[src/rtl/frame_fetch_arbiter_if.sv]
// Bus bundle for frame_fetch_arbiter: pixel-writer request, SRAM port and line-buffer write port.
// slave = arbiter side, master = requester/SRAM/line-buffer side.
interface frame_fetch_arbiter_if #(
    parameter int ADDR_W = 20,
    parameter int DATA_W = 16
);
    // Writer handshake: i_wr_req is the valid; i_wr_addr/i_wr_data stay stable while it is
    // high. o_wr_ack is the ready and is combinational: a cycle with both high commits one
    // word to SRAM in that same cycle, and the requester may present the next word after it.
    logic              i_wr_req;
    logic [ADDR_W-1:0] i_wr_addr;
    logic [DATA_W-1:0] i_wr_data;
    logic              o_wr_ack;

    logic [ADDR_W-1:0] o_mem_addr;
    logic              o_mem_we;
    logic [DATA_W-1:0] o_mem_wdata;
    logic [DATA_W-1:0] i_mem_rdata;

    logic              o_lb_we;
    logic              o_lb_bank;
    logic [15:0]       o_lb_addr;
    logic [DATA_W-1:0] o_lb_data;

    modport slave (
        input  i_wr_req, i_wr_addr, i_wr_data, i_mem_rdata,
        output o_wr_ack, o_mem_addr, o_mem_we, o_mem_wdata,
               o_lb_we, o_lb_bank, o_lb_addr, o_lb_data
    );

    modport master (
        output i_wr_req, i_wr_addr, i_wr_data, i_mem_rdata,
        input  o_wr_ack, o_mem_addr, o_mem_we, o_mem_wdata,
               o_lb_we, o_lb_bank, o_lb_addr, o_lb_data
    );
endinterface

[src/rtl/frame_fetch_arbiter.sv]
// Shares one single-port pixel SRAM between the display line prefetch and a pixel writer.
// Optional statistics counters are enabled with `define FRAME_FETCH_ARBITER_STATS_EN.
module frame_fetch_arbiter #(
    parameter int ADDR_W     = 20,
    parameter int DATA_W     = 16,
    parameter int LINE_WORDS = 640,
    parameter int V_ACT      = 480,
    parameter int BASE_ADDR  = 0
) (
    input  logic        clk_25M,
    input  logic        rst,
    input  logic        i_enable,
    input  logic        i_line,
    output logic        o_start_display,
    output logic        o_disp_bank,
    output logic        o_underrun,
    output logic [1:0]  o_dbg_state,
`ifdef FRAME_FETCH_ARBITER_STATS_EN
    output logic [15:0] o_wr_stall_cnt,
    output logic [15:0] o_fetch_cnt,
`endif
    frame_fetch_arbiter_if.slave io_bus
);
    localparam int CNT_W = $clog2(LINE_WORDS + 1);
    localparam int ROW_W = (V_ACT > 1) ? $clog2(V_ACT) : 1;
    localparam logic [CNT_W-1:0]  LAST_K     = CNT_W'(LINE_WORDS);
    localparam logic [ROW_W-1:0]  LAST_ROW   = ROW_W'(V_ACT - 1);
    localparam logic [ADDR_W-1:0] BASE       = ADDR_W'(BASE_ADDR);
    localparam logic [ADDR_W-1:0] ROW_STRIDE = ADDR_W'(LINE_WORDS);

    typedef enum logic [1:0] {
        S_OFF     = 2'd0,
        S_PRELOAD = 2'd1,
        S_IDLE    = 2'd2,
        S_FETCH   = 2'd3
    } state_t;

    state_t            r_state;
    state_t            w_next;
    logic              r_en_q;
    logic [CNT_W-1:0]  r_k;
    logic [ROW_W-1:0]  r_fetch_row;
    logic [ADDR_W-1:0] r_burst_base;
    logic [ADDR_W-1:0] r_next_base;
    logic              r_rd_vld;
    logic [15:0]       r_lb_addr;
    logic              r_lb_bank;
    logic              r_disp_bank;
    logic              r_underrun;
    logic              r_start;

    logic              w_tail;
    logic              w_en_rise;
    logic              w_issue;
    logic              w_line_fetch;
    logic              w_underrun_evt;
    logic              w_wr_go;
    logic [ADDR_W-1:0] w_mem_addr;

    always_ff @(posedge clk_25M or posedge rst) begin
        if (rst) r_state <= S_OFF;
        else     r_state <= w_next;
    end

    // r_k == LINE_WORDS is the trailing cycle: no address, last word lands in the line buffer.
    always_comb begin
        w_next         = r_state;
        w_tail         = (r_k == LAST_K);
        w_en_rise      = 1'b0;
        w_issue        = 1'b0;
        w_line_fetch   = 1'b0;
        w_underrun_evt = 1'b0;
        w_wr_go        = 1'b0;
        case (r_state)
            S_OFF: begin
                w_en_rise = i_enable && !r_en_q;
                if (w_en_rise) w_next = S_PRELOAD;
            end
            S_PRELOAD: begin
                w_issue = !w_tail;
                if (w_tail) w_next = S_IDLE;
            end
            S_IDLE: begin
                w_wr_go = io_bus.i_wr_req;
                if (i_line) begin
                    w_line_fetch = 1'b1;
                    w_next       = S_FETCH;
                end
            end
            S_FETCH: begin
                w_line_fetch   = i_line;
                w_underrun_evt = i_line && !w_tail;
                w_issue        = !w_tail && !i_line;
                if (i_line)      w_next = S_FETCH;
                else if (w_tail) w_next = S_IDLE;
            end
            default: w_next = S_OFF;
        endcase

        w_mem_addr = '0;
        if (w_issue)      w_mem_addr = r_burst_base + ADDR_W'(r_k);
        else if (w_wr_go) w_mem_addr = io_bus.i_wr_addr;
    end

    // The row counter advances when a burst starts, so an aborted row is skipped, not retried.
    always_ff @(posedge clk_25M or posedge rst) begin
        if (rst) begin
            r_en_q       <= 1'b0;
            r_k          <= '0;
            r_fetch_row  <= '0;
            r_burst_base <= '0;
            r_next_base  <= '0;
            r_rd_vld     <= 1'b0;
            r_lb_addr    <= '0;
            r_lb_bank    <= 1'b0;
            r_disp_bank  <= 1'b0;
            r_underrun   <= 1'b0;
            r_start      <= 1'b0;
        end else begin
            r_en_q   <= i_enable;
            r_rd_vld <= w_issue;
            r_start  <= (r_state == S_PRELOAD) && w_tail;
            if (w_issue) begin
                r_k       <= r_k + CNT_W'(1);
                r_lb_addr <= 16'(r_k);
            end
            if (w_en_rise) begin
                r_k          <= '0;
                r_lb_bank    <= 1'b0;
                r_burst_base <= BASE;
                if (V_ACT > 1) begin
                    r_fetch_row <= ROW_W'(1);
                    r_next_base <= BASE + ROW_STRIDE;
                end else begin
                    r_fetch_row <= '0;
                    r_next_base <= BASE;
                end
            end
            if (w_line_fetch) begin
                r_k          <= '0;
                r_disp_bank  <= ~r_disp_bank;
                r_lb_bank    <= r_disp_bank;
                r_burst_base <= r_next_base;
                if (r_fetch_row == LAST_ROW) begin
                    r_fetch_row <= '0;
                    r_next_base <= BASE;
                end else begin
                    r_fetch_row <= r_fetch_row + ROW_W'(1);
                    r_next_base <= r_next_base + ROW_STRIDE;
                end
            end
            if (w_underrun_evt) r_underrun <= 1'b1;
        end
    end

    assign io_bus.o_mem_addr  = w_mem_addr;
    assign io_bus.o_mem_we    = w_wr_go;
    assign io_bus.o_mem_wdata = w_wr_go ? io_bus.i_wr_data : '0;
    assign io_bus.o_wr_ack    = w_wr_go;
    assign io_bus.o_lb_we     = r_rd_vld;
    assign io_bus.o_lb_bank   = r_lb_bank;
    assign io_bus.o_lb_addr   = r_lb_addr;
    assign io_bus.o_lb_data   = r_rd_vld ? io_bus.i_mem_rdata : '0;
    assign o_start_display    = r_start;
    assign o_disp_bank        = r_disp_bank;
    assign o_underrun         = r_underrun;
    assign o_dbg_state        = r_state;

`ifdef FRAME_FETCH_ARBITER_STATS_EN
    logic [15:0] r_wr_stall_cnt;
    logic [15:0] r_fetch_cnt;
    logic        w_complete;

    assign w_complete = w_tail && ((r_state == S_PRELOAD) || (r_state == S_FETCH));

    always_ff @(posedge clk_25M or posedge rst) begin
        if (rst) begin
            r_wr_stall_cnt <= '0;
            r_fetch_cnt    <= '0;
        end else begin
            if ((r_state != S_OFF) && io_bus.i_wr_req && !w_wr_go && (r_wr_stall_cnt != 16'hFFFF))
                r_wr_stall_cnt <= r_wr_stall_cnt + 16'd1;
            if (w_complete) r_fetch_cnt <= r_fetch_cnt + 16'd1;
        end
    end

    assign o_wr_stall_cnt = r_wr_stall_cnt;
    assign o_fetch_cnt    = r_fetch_cnt;
`endif
endmodule

[src/flat_wrapper.sv]
// flat-port wrapper written by rule: the top's interface ports become plain ports
module frame_fetch_arbiter_flat 
#(
    parameter int ADDR_W     = 20,
    parameter int DATA_W     = 16,
    parameter int LINE_WORDS = 640,
    parameter int V_ACT      = 480,
    parameter int BASE_ADDR  = 0
)
  (clk_25M, rst, i_enable, i_line, o_start_display, o_disp_bank, o_underrun, o_dbg_state, io_bus_i_wr_req, io_bus_i_wr_addr, io_bus_i_wr_data, io_bus_i_mem_rdata, io_bus_o_wr_ack, io_bus_o_mem_addr, io_bus_o_mem_we, io_bus_o_mem_wdata, io_bus_o_lb_we, io_bus_o_lb_bank, io_bus_o_lb_addr, io_bus_o_lb_data);
  frame_fetch_arbiter_if #(.ADDR_W(ADDR_W), .DATA_W(DATA_W)) io_bus_i ();
  input  logic clk_25M;
  input  logic rst;
  input  logic i_enable;
  input  logic i_line;
  output logic o_start_display;
  output logic o_disp_bank;
  output logic o_underrun;
  output logic [1:0] o_dbg_state;
  input wire logic [$bits(io_bus_i.i_wr_req)-1:0] io_bus_i_wr_req;
  input wire logic [$bits(io_bus_i.i_wr_addr)-1:0] io_bus_i_wr_addr;
  input wire logic [$bits(io_bus_i.i_wr_data)-1:0] io_bus_i_wr_data;
  input wire logic [$bits(io_bus_i.i_mem_rdata)-1:0] io_bus_i_mem_rdata;
  output wire logic [$bits(io_bus_i.o_wr_ack)-1:0] io_bus_o_wr_ack;
  output wire logic [$bits(io_bus_i.o_mem_addr)-1:0] io_bus_o_mem_addr;
  output wire logic [$bits(io_bus_i.o_mem_we)-1:0] io_bus_o_mem_we;
  output wire logic [$bits(io_bus_i.o_mem_wdata)-1:0] io_bus_o_mem_wdata;
  output wire logic [$bits(io_bus_i.o_lb_we)-1:0] io_bus_o_lb_we;
  output wire logic [$bits(io_bus_i.o_lb_bank)-1:0] io_bus_o_lb_bank;
  output wire logic [$bits(io_bus_i.o_lb_addr)-1:0] io_bus_o_lb_addr;
  output wire logic [$bits(io_bus_i.o_lb_data)-1:0] io_bus_o_lb_data;
  assign io_bus_i.i_wr_req = io_bus_i_wr_req;
  assign io_bus_i.i_wr_addr = io_bus_i_wr_addr;
  assign io_bus_i.i_wr_data = io_bus_i_wr_data;
  assign io_bus_i.i_mem_rdata = io_bus_i_mem_rdata;
  assign io_bus_o_wr_ack = io_bus_i.o_wr_ack;
  assign io_bus_o_mem_addr = io_bus_i.o_mem_addr;
  assign io_bus_o_mem_we = io_bus_i.o_mem_we;
  assign io_bus_o_mem_wdata = io_bus_i.o_mem_wdata;
  assign io_bus_o_lb_we = io_bus_i.o_lb_we;
  assign io_bus_o_lb_bank = io_bus_i.o_lb_bank;
  assign io_bus_o_lb_addr = io_bus_i.o_lb_addr;
  assign io_bus_o_lb_data = io_bus_i.o_lb_data;
  frame_fetch_arbiter #(.ADDR_W(ADDR_W), .DATA_W(DATA_W), .LINE_WORDS(LINE_WORDS), .V_ACT(V_ACT), .BASE_ADDR(BASE_ADDR)) u_core (.clk_25M(clk_25M), .rst(rst), .i_enable(i_enable), .i_line(i_line), .o_start_display(o_start_display), .o_disp_bank(o_disp_bank), .o_underrun(o_underrun), .o_dbg_state(o_dbg_state), .io_bus(io_bus_i));
endmodule
[config.mk]
export PLATFORM = sky130hd
export DESIGN_NAME = frame_fetch_arbiter_flat
export DESIGN_NICKNAME = d
export VERILOG_FILES = /design/src/rtl/frame_fetch_arbiter_if.sv /design/src/rtl/frame_fetch_arbiter.sv /design/src/flat_wrapper.sv
export SDC_FILE = /design/constraint.sdc
export NUM_CORES = 1
export LEC_CHECK = 0
export ABC_AREA = 1
export CORE_AREA = 4 4 87 121
export CTS_CLUSTER_SIZE = 8
export DETAILED_ROUTE_END_ITERATION = 7
export DIE_AREA = 0 0 91 125
export PLACE_DENSITY = 0.76
export SETUP_SLACK_MARGIN = 0.02
export SYNTH_ARGS = -nofsm -noshare
export SYNTH_HDL_FRONTEND = slang
export SYNTH_SLANG_ARGS = --single-unit
[constraint.sdc]
create_clock -name clk_25M -period 1.9 [get_ports clk_25M]
set_clock_uncertainty 0.05 [all_clocks]
set_input_delay 0.38 -clock clk_25M [delete_from_list [all_inputs] [get_ports clk_25M]]
set_output_delay 0.38 -clock clk_25M [all_outputs]
set_load 0.02 [all_outputs]
# After elaboration in Yosys (flattened, before gate mapping)
# Index checks and enable logic that the tools add are counted.
[word_totals] elab_cells=63 n_memories=0 ram_bits=0 in_bits=57 reg_bits=77 latchBits=0 out_inout_bits=77 rom_bits=0
[classes] n_shift=0 n_div=0 mux=28 n_eq_ne=7 n_reduce_logical=11 magnitude_cmp=0 addsub=4 bitwise_logic=1 multipliers=0
[op_table] operator="$mux W20" n=7
[op_table] operator="$mux W16" n=2
[op_table] operator="$mux W10" n=3
[op_table] operator="$mux W9" n=3
[op_table] operator="$add A20 B10 Y20" n=1
[op_table] operator="$add A20 B10 Y20 const B" n=1
[op_table] operator="$add A10 B1 Y10 const B" n=1
[op_table] operator="$eq A10 B10 Y1 const B" n=1
[op_table] operator="$add A9 B1 Y9 const B" n=1
[op_table] operator="$eq A9 B9 Y1 const B" n=1
[op_table] operator="$mux W2" n=4
[op_table] operator="$pmux W2 S4" n=1
[op_table] operator="$mux W1" n=6
[op_table] operator="$eq A2 B2 Y1 const B" n=2
[op_table] operator="$logic_and A1 B1 Y1" n=4
[op_table] operator="$pmux W1 S2" n=2
[op_table] operator="$logic_not A1 Y1" n=3
[op_table] operator="$reduce_bool A3 Y1" n=1
[op_table] operator="$eq A2 B1 Y1 const B" n=1
[op_table] operator="$logic_not A2 Y1" n=1
[op_table] operator="$ne A2 B1 Y1 const B" n=1
[op_table] operator="$ne A2 B2 Y1 const B" n=1
[op_table] operator="$reduce_and A2 Y1" n=1
[op_table] operator="$reduce_bool A2 Y1" n=1
[op_table] operator="$not A1 Y1" n=1

# Longest topological paths before layout
# Gate-level depths: netlist (run 1).
[depth] ltp_word=7 depth_mapped=10 ltp_nobuf=10

# Least setup slack after synthesis (run 1)
# Ideal clock, no wire load.
[synth_path] kind="register to output" from="register u_core.r_k[0]" to="output port io_bus_o_mem_addr[1]" required_time_ns=1.470 stages_incl_launch_ff=9 slack_ns=-0.110 t_arrival_ns=1.580 path_cell_list="dfrtp_1 > inv_1 > ha_1 > nand2_1 > nor2_2 > nand3_4 > nand2_8 > buf_2 > o21ai_0"
[synth_via] elab_chain_cells=5 elab_cells_between_ends=6
[synth_rtl] element="start: declaration" line="frame_fetch_arbiter.sv:41" text="logic [CNT_W-1:0] r_k;"
[synth_rtl] element="start signal: assignment" line="frame_fetch_arbiter.sv:124" text="r_k <= r_k + CNT_W'(1);"
[synth_rtl] element="parallel branches: the longest is 4 deep, another holds $add A20 B10 Y20"
[synth_rtl] element="$mux W20 (*)" line="frame_fetch_arbiter.sv:101" text="if (w_issue) w_mem_addr = r_burst_base + ADDR_W'(r_k);"
[synth_rtl] element="end: declaration" line="flat_wrapper.sv:25" text="output wire logic [$bits(io_bus_i.o_mem_addr)-1:0] io_bus_o_mem_addr;"
# Every way passes the cells marked *.

# Final worst setup path (run 1)
[layout_path] from="register u_core.r_k[8]" to="output port io_bus_o_mem_addr[17]"
# The elaborated chain is that of the path after synthesis.

==> summary.md, run 1 <==
| Metric | Value |
|---|---|
| Clk root buf | `clkbuf_16` |
| Hold WC Path Type | `input port to async pin` |
| Fin area | `6490 µm²` |
| Cell Pwr Density | `1340 nW/µm²` |
| FF/Latch Area | `1580 µm²` |
| DR vias/cell | `5.01` |
| CP startpoint kind | `flop` |
| GRT Util Overall | `0.203` |
| Clk buf depth | `2` |
| # placed instances | `806` |
| Run status | `finished, violations left` |
| Final Hold Viols | `0` |
| Mean Syn Cell Area | `7.17 µm²` |
| Core Area | `9460 µm²` |
| # setup viols final | `30` |
| Global-route wire length before repair | `18,900 µm` |
| CTS tree | `built` |
| Pre-antenna DRT Iters | `4` |
| Unique cell type count in the Yosys netlist | `38` |
| Failing checks | `setup timing` |
| Crit path kind | `flop to output pin` |
| Worst EP required | `1.47 ns` |
| Lkg Pwr | `3.26 nW` |
| Multi-input combinational cell area | `2090 µm²` |
| Initial antenna violation count | `0` |
| Final Cycle Share | `1.23` |
| Final GP Congestion | `0.943` |
| Gr ovfl total | `0` |
| Pwr Total | `8.71 mW` |
| Setup TNS | `-6.49 ns` |
| Ant diodes | `0` |
| DP Wirelength | `8680 µm` |
| Setup WS post-layout | `-0.435 ns` |
| Via count | `4,205` |
| Flop2flop setup slack | `0.03 ns` |
| Ports | `134` |
| Final core utilization | `0.686` |
| Yosys warning count | `0` |
| VDD IR max | `728 µV` |
| # nets final | `788` |
| DRC Markers | `0` |
| Rows | `42` |
| Initial DRC count | `241` |
| Vias in the first global route | `4,000` |
| Die width | `91 µm` |
| Sequential-to-total area share from yosys stat | `0.415` |
| CTS buffer count | `9` |
| Routed Antenna Nets | `0` |
| Max cap viols | `0` |
| Clock sinks | `63` |
| Synthesized flop and latch total | `63` |
| Final Max Slew Viols | `0` |
| RSZ-0062 raised after global routing | `true` |
| Minimum clock period | `2.33 ns` |
| Drt total wl | `12,900 µm` |
| Fin cells | `839` |
| Critical Path AT | `1.90 ns` |
| Layout area overhead | `70.7%` |
| Initial Utilization | `0.402` |
| Synth Cell Area | `3800 µm²` |
| Post-Synthesis Cells | `530` |
| DR WL/cell | `15.4 µm` |
| Critical path capture point type | `output pin` |
| Share of cells above drive strength 1 | `0.287` |
| Largest net degree at the start of global routing | `64` |
| Clock Pin Slew Worst Setup and Hold Paths | `0.05 ns` |
| H-tree depth | `3` |
| Die height | `125 µm` |
| Die area | `11,400 µm²` |
| Clk Latency, worst-skew pair | `0.33 ns` |
| IO Port Bufs | `127` |
| Filler cells | `651` |
| Area after DPL | `5620 µm²` |
| Peak Freq | `428 MHz` |
| Critical path peak fanout | `4` |
-- critical path, cell delays in order (launching register included) --
cell and delay (ns):
dfrtp_1 0.41, ha_4 0.30, nand2_4 0.05, nand2_4 0.06, nand2_4 0.07, nand2_4 0.10
buf_6 0.11, nand4_1 0.11, nand2_1 0.12, nand2_1 0.05, nand2_1 0.07, buf_6 0.12
-- layer usage --
layer / GRT usage / share of wire
met1: 0.218 / 0.37
met2: 0.372 / 0.55
met3: 0.0583 / 0.056
met4: 0.0782 / 0.028
met5: 0 / 0
-- Yosys cell counts --
| cell type | n | area share |
|---|---|---|
| nand2_1 | 145 | 0.14 |
| inv_1 | 90 | 0.089 |
| dfrtp_1 | 63 | 0.41 |
| o21ai_0 | 43 | 0.057 |
| nor2_1 | 42 | 0.041 |
| nand3_1 | 31 | 0.041 |
| nand4_1 | 13 | 0.021 |
| o22ai_1 | 13 | 0.021 |
| nor3_1 | 10 | 0.013 |
| buf_4 | 8 | 0.016 |
| a21oi_1 | 7 | 0.0092 |
| buf_2 | 7 | 0.0092 |
| ha_1 | 7 | 0.023 |
| inv_2 | 7 | 0.0069 |
| o21ai_1 | 7 | 0.0092 |
| clkbuf_1 | 5 | 0.0049 |
| xor2_1 | 5 | 0.012 |
| nor2_2 | 4 | 0.0066 |
| buf_6 | 3 | 0.0089 |
| o21ai_2 | 2 | 0.0046 |
| a22o_1 | 1 | 0.0023 |
| a2bb2oi_1 | 1 | 0.0023 |
| a31o_2 | 1 | 0.0023 |
| a31oi_1 | 1 | 0.0016 |
| conb_1 | 1 | 0.00099 |
| inv_4 | 1 | 0.0016 |
| nand2_2 | 1 | 0.0016 |
| nand2_4 | 1 | 0.0030 |
| nand2_8 | 1 | 0.0053 |
| nand3_4 | 1 | 0.0046 |
| nand3b_1 | 1 | 0.0020 |
| nand4_2 | 1 | 0.0033 |
| nor2_4 | 1 | 0.0030 |
| nor2_8 | 1 | 0.0053 |
| o211ai_2 | 1 | 0.0033 |
| o21a_1 | 1 | 0.0020 |
| or2_1 | 1 | 0.0016 |
| xnor2_1 | 1 | 0.0023 |
-- area by class of cell --
class / count / share of cell area
flip-flops and latches: 63 / 0.243
clock buffers: 12 / 0.0380
repair buffers: 201 / 0.310
multi-input cells: 351 / 0.322
well taps: 110 / 0.0212
clock inverters: 4 / 0.00694
inverters: 98 / 0.0588
-- cells by family after synthesis --
kind of cell    synth area share
simple gates               0.296
compound gates             0.115
fa+ha+maj                 0.0230
buf+inv                    0.136
xor+xnor                  0.0138
other cells             0.000987
flops                      0.415
-- timing repair --
action,4_1_cts,5_1_grt
pin swaps,16,14
buffers inserted,10,8
cloned,0,1
hold buffers,0,0
gates resized for setup,248,113
setup endpoints to repair,56,44
-- cell usage in the layout, fill, tap and decap left out, types with 5 or more instances in the layout --
cell,synthesis,layout
nand2_1,145,128
inv_1,90,87
clkdlybuf4s50_1,0,69
dfrtp_1,63,63
buf_4,8,55
buf_6,3,47
o21ai_0,43,35
nand3_1,31,26
nor2_1,42,25
nor2_4,1,17
dlygate4sd2_1,0,17
o22ai_1,13,13
nand4_1,13,13
nand2_4,1,10
o21ai_2,2,10
nor3_1,10,10
nand2_2,1,9
clkbuf_16,0,9
buf_12,0,9
inv_2,7,8
o21ai_1,7,6
conb_1,1,6
xor2_1,5,5
nor2_2,4,5
-- power breakdown --
group | internal [mW] | switching [mW] | total [mW]
registers | 1.87 | 0.385 | 2.25
clock network | 1.04 | 0.562 | 1.61
logic | 2.26 | 2.60 | 4.86
-- metrics by stage --
step,hold WS (ns),setup WS [ns]
2_1_floorplan,0.361,-0.110
3_3_place_gp,0.412,-0.696
3_5_place_dp,0.416,-0.725
4_1_cts,0.430,-0.444
5_1_grt,0.453,-0.520
6_report,0.435,-0.435
-- sequential cells by signal, summed over array words and instances, names as in the netlist --
| register | cells |
|---|---|
| u_core.io_bus.o_lb_bank | 1 |
| u_core.o_start_display | 1 |
| u_core.r_next_base | 13 |
| u_core.io_bus.o_lb_we | 1 |
| u_core.o_underrun | 1 |
| u_core.r_burst_base | 13 |
| u_core.r_k | 10 |
| u_core.o_disp_bank | 1 |
| u_core.r_en_q | 1 |
| u_core.io_bus.o_lb_addr | 10 |
| u_core.o_dbg_state | 2 |
| u_core.r_fetch_row | 9 |
-- final timing paths --
kind / end / cells past startpoint / from
setup / recovery: io_bus_o_mem_addr[17] / 11 / u_core.r_k[8]
min in group clk_25M: u_core.io_bus.o_lb_addr[2] / 2 / u_core.io_bus.o_lb_addr[2]
hold / removal: u_core.o_start_display / 3 / rst
setup reg to reg: u_core.r_k[6] / 11 / u_core.r_k[9]
max in group asynchronous: u_core.r_next_base[17] / 3 / rst
hold reg to reg: u_core.io_bus.o_lb_addr[2] / 2 / u_core.io_bus.o_lb_addr[2]
Note: power is estimated with default switching activity, not from simulation.
==> run 2, diff against run 1 <==
Settings changed: CTS_BUF_LIST set to sky130_fd_sc_hd__clkbuf_16.
==> run 2 against run 1 <==
Effect of this change:
- the run still ends with setup timing left
- final cell count is the same
- clock power shrank 4%
- fmax fell by 0.28%
- global-route usage about the same
- sequential share of layout area barely moved
- combinational power about the same
- sequential cell count is the same
- first-iteration DRC count fell by 7.1%
- utilization shrank 0.11 points
- count of clock-buffer cells in the layout is 3 lower
- critical path depth unchanged
==> summary.md, run 2 (same netlist as run 1, synthesis figures left out) <==
| Metric | Value |
|---|---|
| Sequential share of power | `0.260` |
| Hold WC Path Type | `flop to flop` |
| Initial DRC count | `224` |
| Final Cycle Share | `1.23` |
| Clk network pwr share | `0.179` |
| Largest net degree at the start of global routing | `64` |
| Filler cells | `652` |
| DRC Markers | `0` |
| Core Area | `9460 µm²` |
| Switching share of power | `0.408` |
| Share of cells above drive strength 1 | `0.285` |
| Rows | `42` |
| RSZ-0062 raised after global routing | `true` |
| Die area | `11,400 µm²` |
| Final Max Slew Viols | `0` |
| Vias in the first global route | `3,995` |
| Run status | `finished, violations left` |
| Clk root buf | `clkbuf_16` |
| NetSw | `3.52 mW` |
| Commonest non-fill, non-tap cell in the layout | `nand2_1` |
| CTS buffer count | `9` |
| DP Wirelength | `8680 µm` |
| Peak Freq | `427 MHz` |
| Comb pwr share | `0.561` |
| Final core utilization | `0.685` |
| Pre-antenna DRT Iters | `4` |
| Drt total wl | `12,800 µm` |
| Die width | `91 µm` |
| Critical path capture point type | `output pin` |
| Lkg Pwr | `3.26 nW` |
| Worst EP required | `1.47 ns` |
| Final Hold Viols | `0` |
| Pwr Total | `8.64 mW` |
| Ports | `134` |
| DR WL/cell | `15.3 µm` |
| Hold slack final | `0.431 ns` |
| Initial antenna violation count | `0` |
| Setup TNS | `-6.43 ns` |
| Max cap viols | `0` |
| Critical path peak fanout | `4` |
| IO Port Bufs | `127` |
| Failing checks | `setup timing` |
| Critical Path AT | `1.91 ns` |
| Setup WS post-layout | `-0.441 ns` |
| Cell Pwr Density | `1330 nW/µm²` |
| Minimum clock period | `2.34 ns` |
| Dpl ws | `-0.725 ns` |
| VDD IR max | `722 µV` |
| Clock sinks | `63` |
| Most frequent cells in the layout | `128 x nand2_1, 89 x inv_1, 69 x clkdlybuf4s50_1, 63 x dfrtp_1, 55 x buf_4` |
| H-tree depth | `3` |
| Biggest regs | `u_core.r_burst_base x13, u_core.r_next_base x13` |
| Crit path kind | `flop to output pin` |
| Clock Pin Slew Worst Setup and Hold Paths | `0.05 ns` |
| # hold bufs at CTS | `0` |
| Power Internal | `5.12 mW` |
| Die height | `125 µm` |
| Global-route wire length before repair | `18,800 µm` |
| Routed Antenna Nets | `0` |
| Ant diodes | `0` |
| # nets final | `788` |
| Layout area overhead | `70.4%` |
| Final GP Congestion | `0.943` |
| Gr ovfl total | `0` |
| Initial Utilization | `0.402` |
| CTS tree | `built` |
| Clk Latency, worst-skew pair | `0.33 ns` |
| DR vias/cell | `5.04` |
| GRT Util Overall | `0.203` |
| # setup viols final | `30` |
| Clk buf depth | `2` |
| Via count | `4,230` |
| CP startpoint kind | `flop` |
==> run 2: changes by cell type in the layout (fill, tap and decap cells not counted) <==
cell and change:
clkbuf_1 -2, inv_1 +2, clkbuf_8 -1, clkinv_1 +1
==> run 2: stage by stage <==
stage               std cells  cell area [µm²]
global route              839             6480
detailed placement        806             5620
global placement          806             5620
finish                    839             6480
CTS                       832             6000
floorplan                 535             3860
==> run 2: cell type report <==
cell class	instances	area [µm²]	area share
multi-input cells	351	2090	0.322
well taps	110	138	0.0212
inverters	98	382	0.0589
clock buffers	9	225	0.0348
clock inverters	7	56.3	0.00869
flip-flops and latches	63	1580	0.243
repair buffers	201	2010	0.311
==> run 2: path summary, 6_finish.rpt <==
path,startpoint,end,slack (ns),cells past startpoint
max,u_core.r_k[8],io_bus_o_mem_addr[17],-0.44,11
min,u_core.io_bus.o_lb_addr[0],u_core.io_bus.o_lb_addr[0],0.43,2
max reg2reg,u_core.r_k[0],u_core.r_k[7],0.06,12
min reg2reg,u_core.io_bus.o_lb_addr[0],u_core.io_bus.o_lb_addr[0],0.43,2
max in group asynchronous,rst,u_core.r_next_base[17],1.08,3
min in group asynchronous,rst,u_core.o_start_display,0.45,3
==> run 2: critical path, stage by stage (launching register included) <==
cell	delay, ns
dfrtp_1	0.41
ha_4	0.30
nand2_4	0.05
nand2_4	0.06
nand2_4	0.07
nand2_4	0.10
buf_6	0.11
nand4_1	0.11
nand2_1	0.12
nand2_1	0.05
nand2_1	0.07
buf_6	0.12
==> run 2: metal layers <==
| metal | vias to the layer above | global-route usage | share of wire |
|---|---|---|---|
| li1 | 2052 | - | - |
| met1 | 1999 | 0.218 | 0.36 |
| met2 | 156 | 0.371 | 0.55 |
| met3 | 23 | 0.0583 | 0.064 |
| met4 | 0 | 0.0782 | 0.024 |
| met5 | - | 0 | 0 |
==> run 2: power groups by stage <==
stage	registers [mW]	clock network, mW	logic (mW)
global placement	2.20	0	4.16
detailed placement	2.23	0	4.24
global route	2.31	1.64	5.24
CTS	2.21	1.58	4.51
finish	2.25	1.55	4.84
floorplan	2.41	0	2.07
==> run 2: repair_timing <==
action | in CTS | in global routing
pin swaps | 16 | 14
resized for setup | 248 | 113
setup endpoints to repair | 56 | 44
cloned | 0 | 1
setup buffers | 10 | 8
==> run 3, diff against run 2 <==
Settings changed: HOLD_SLACK_MARGIN set to 0.15.
==> results of run 3 <==
The final DEF is identical to that of run 2; final timing and power are the same.
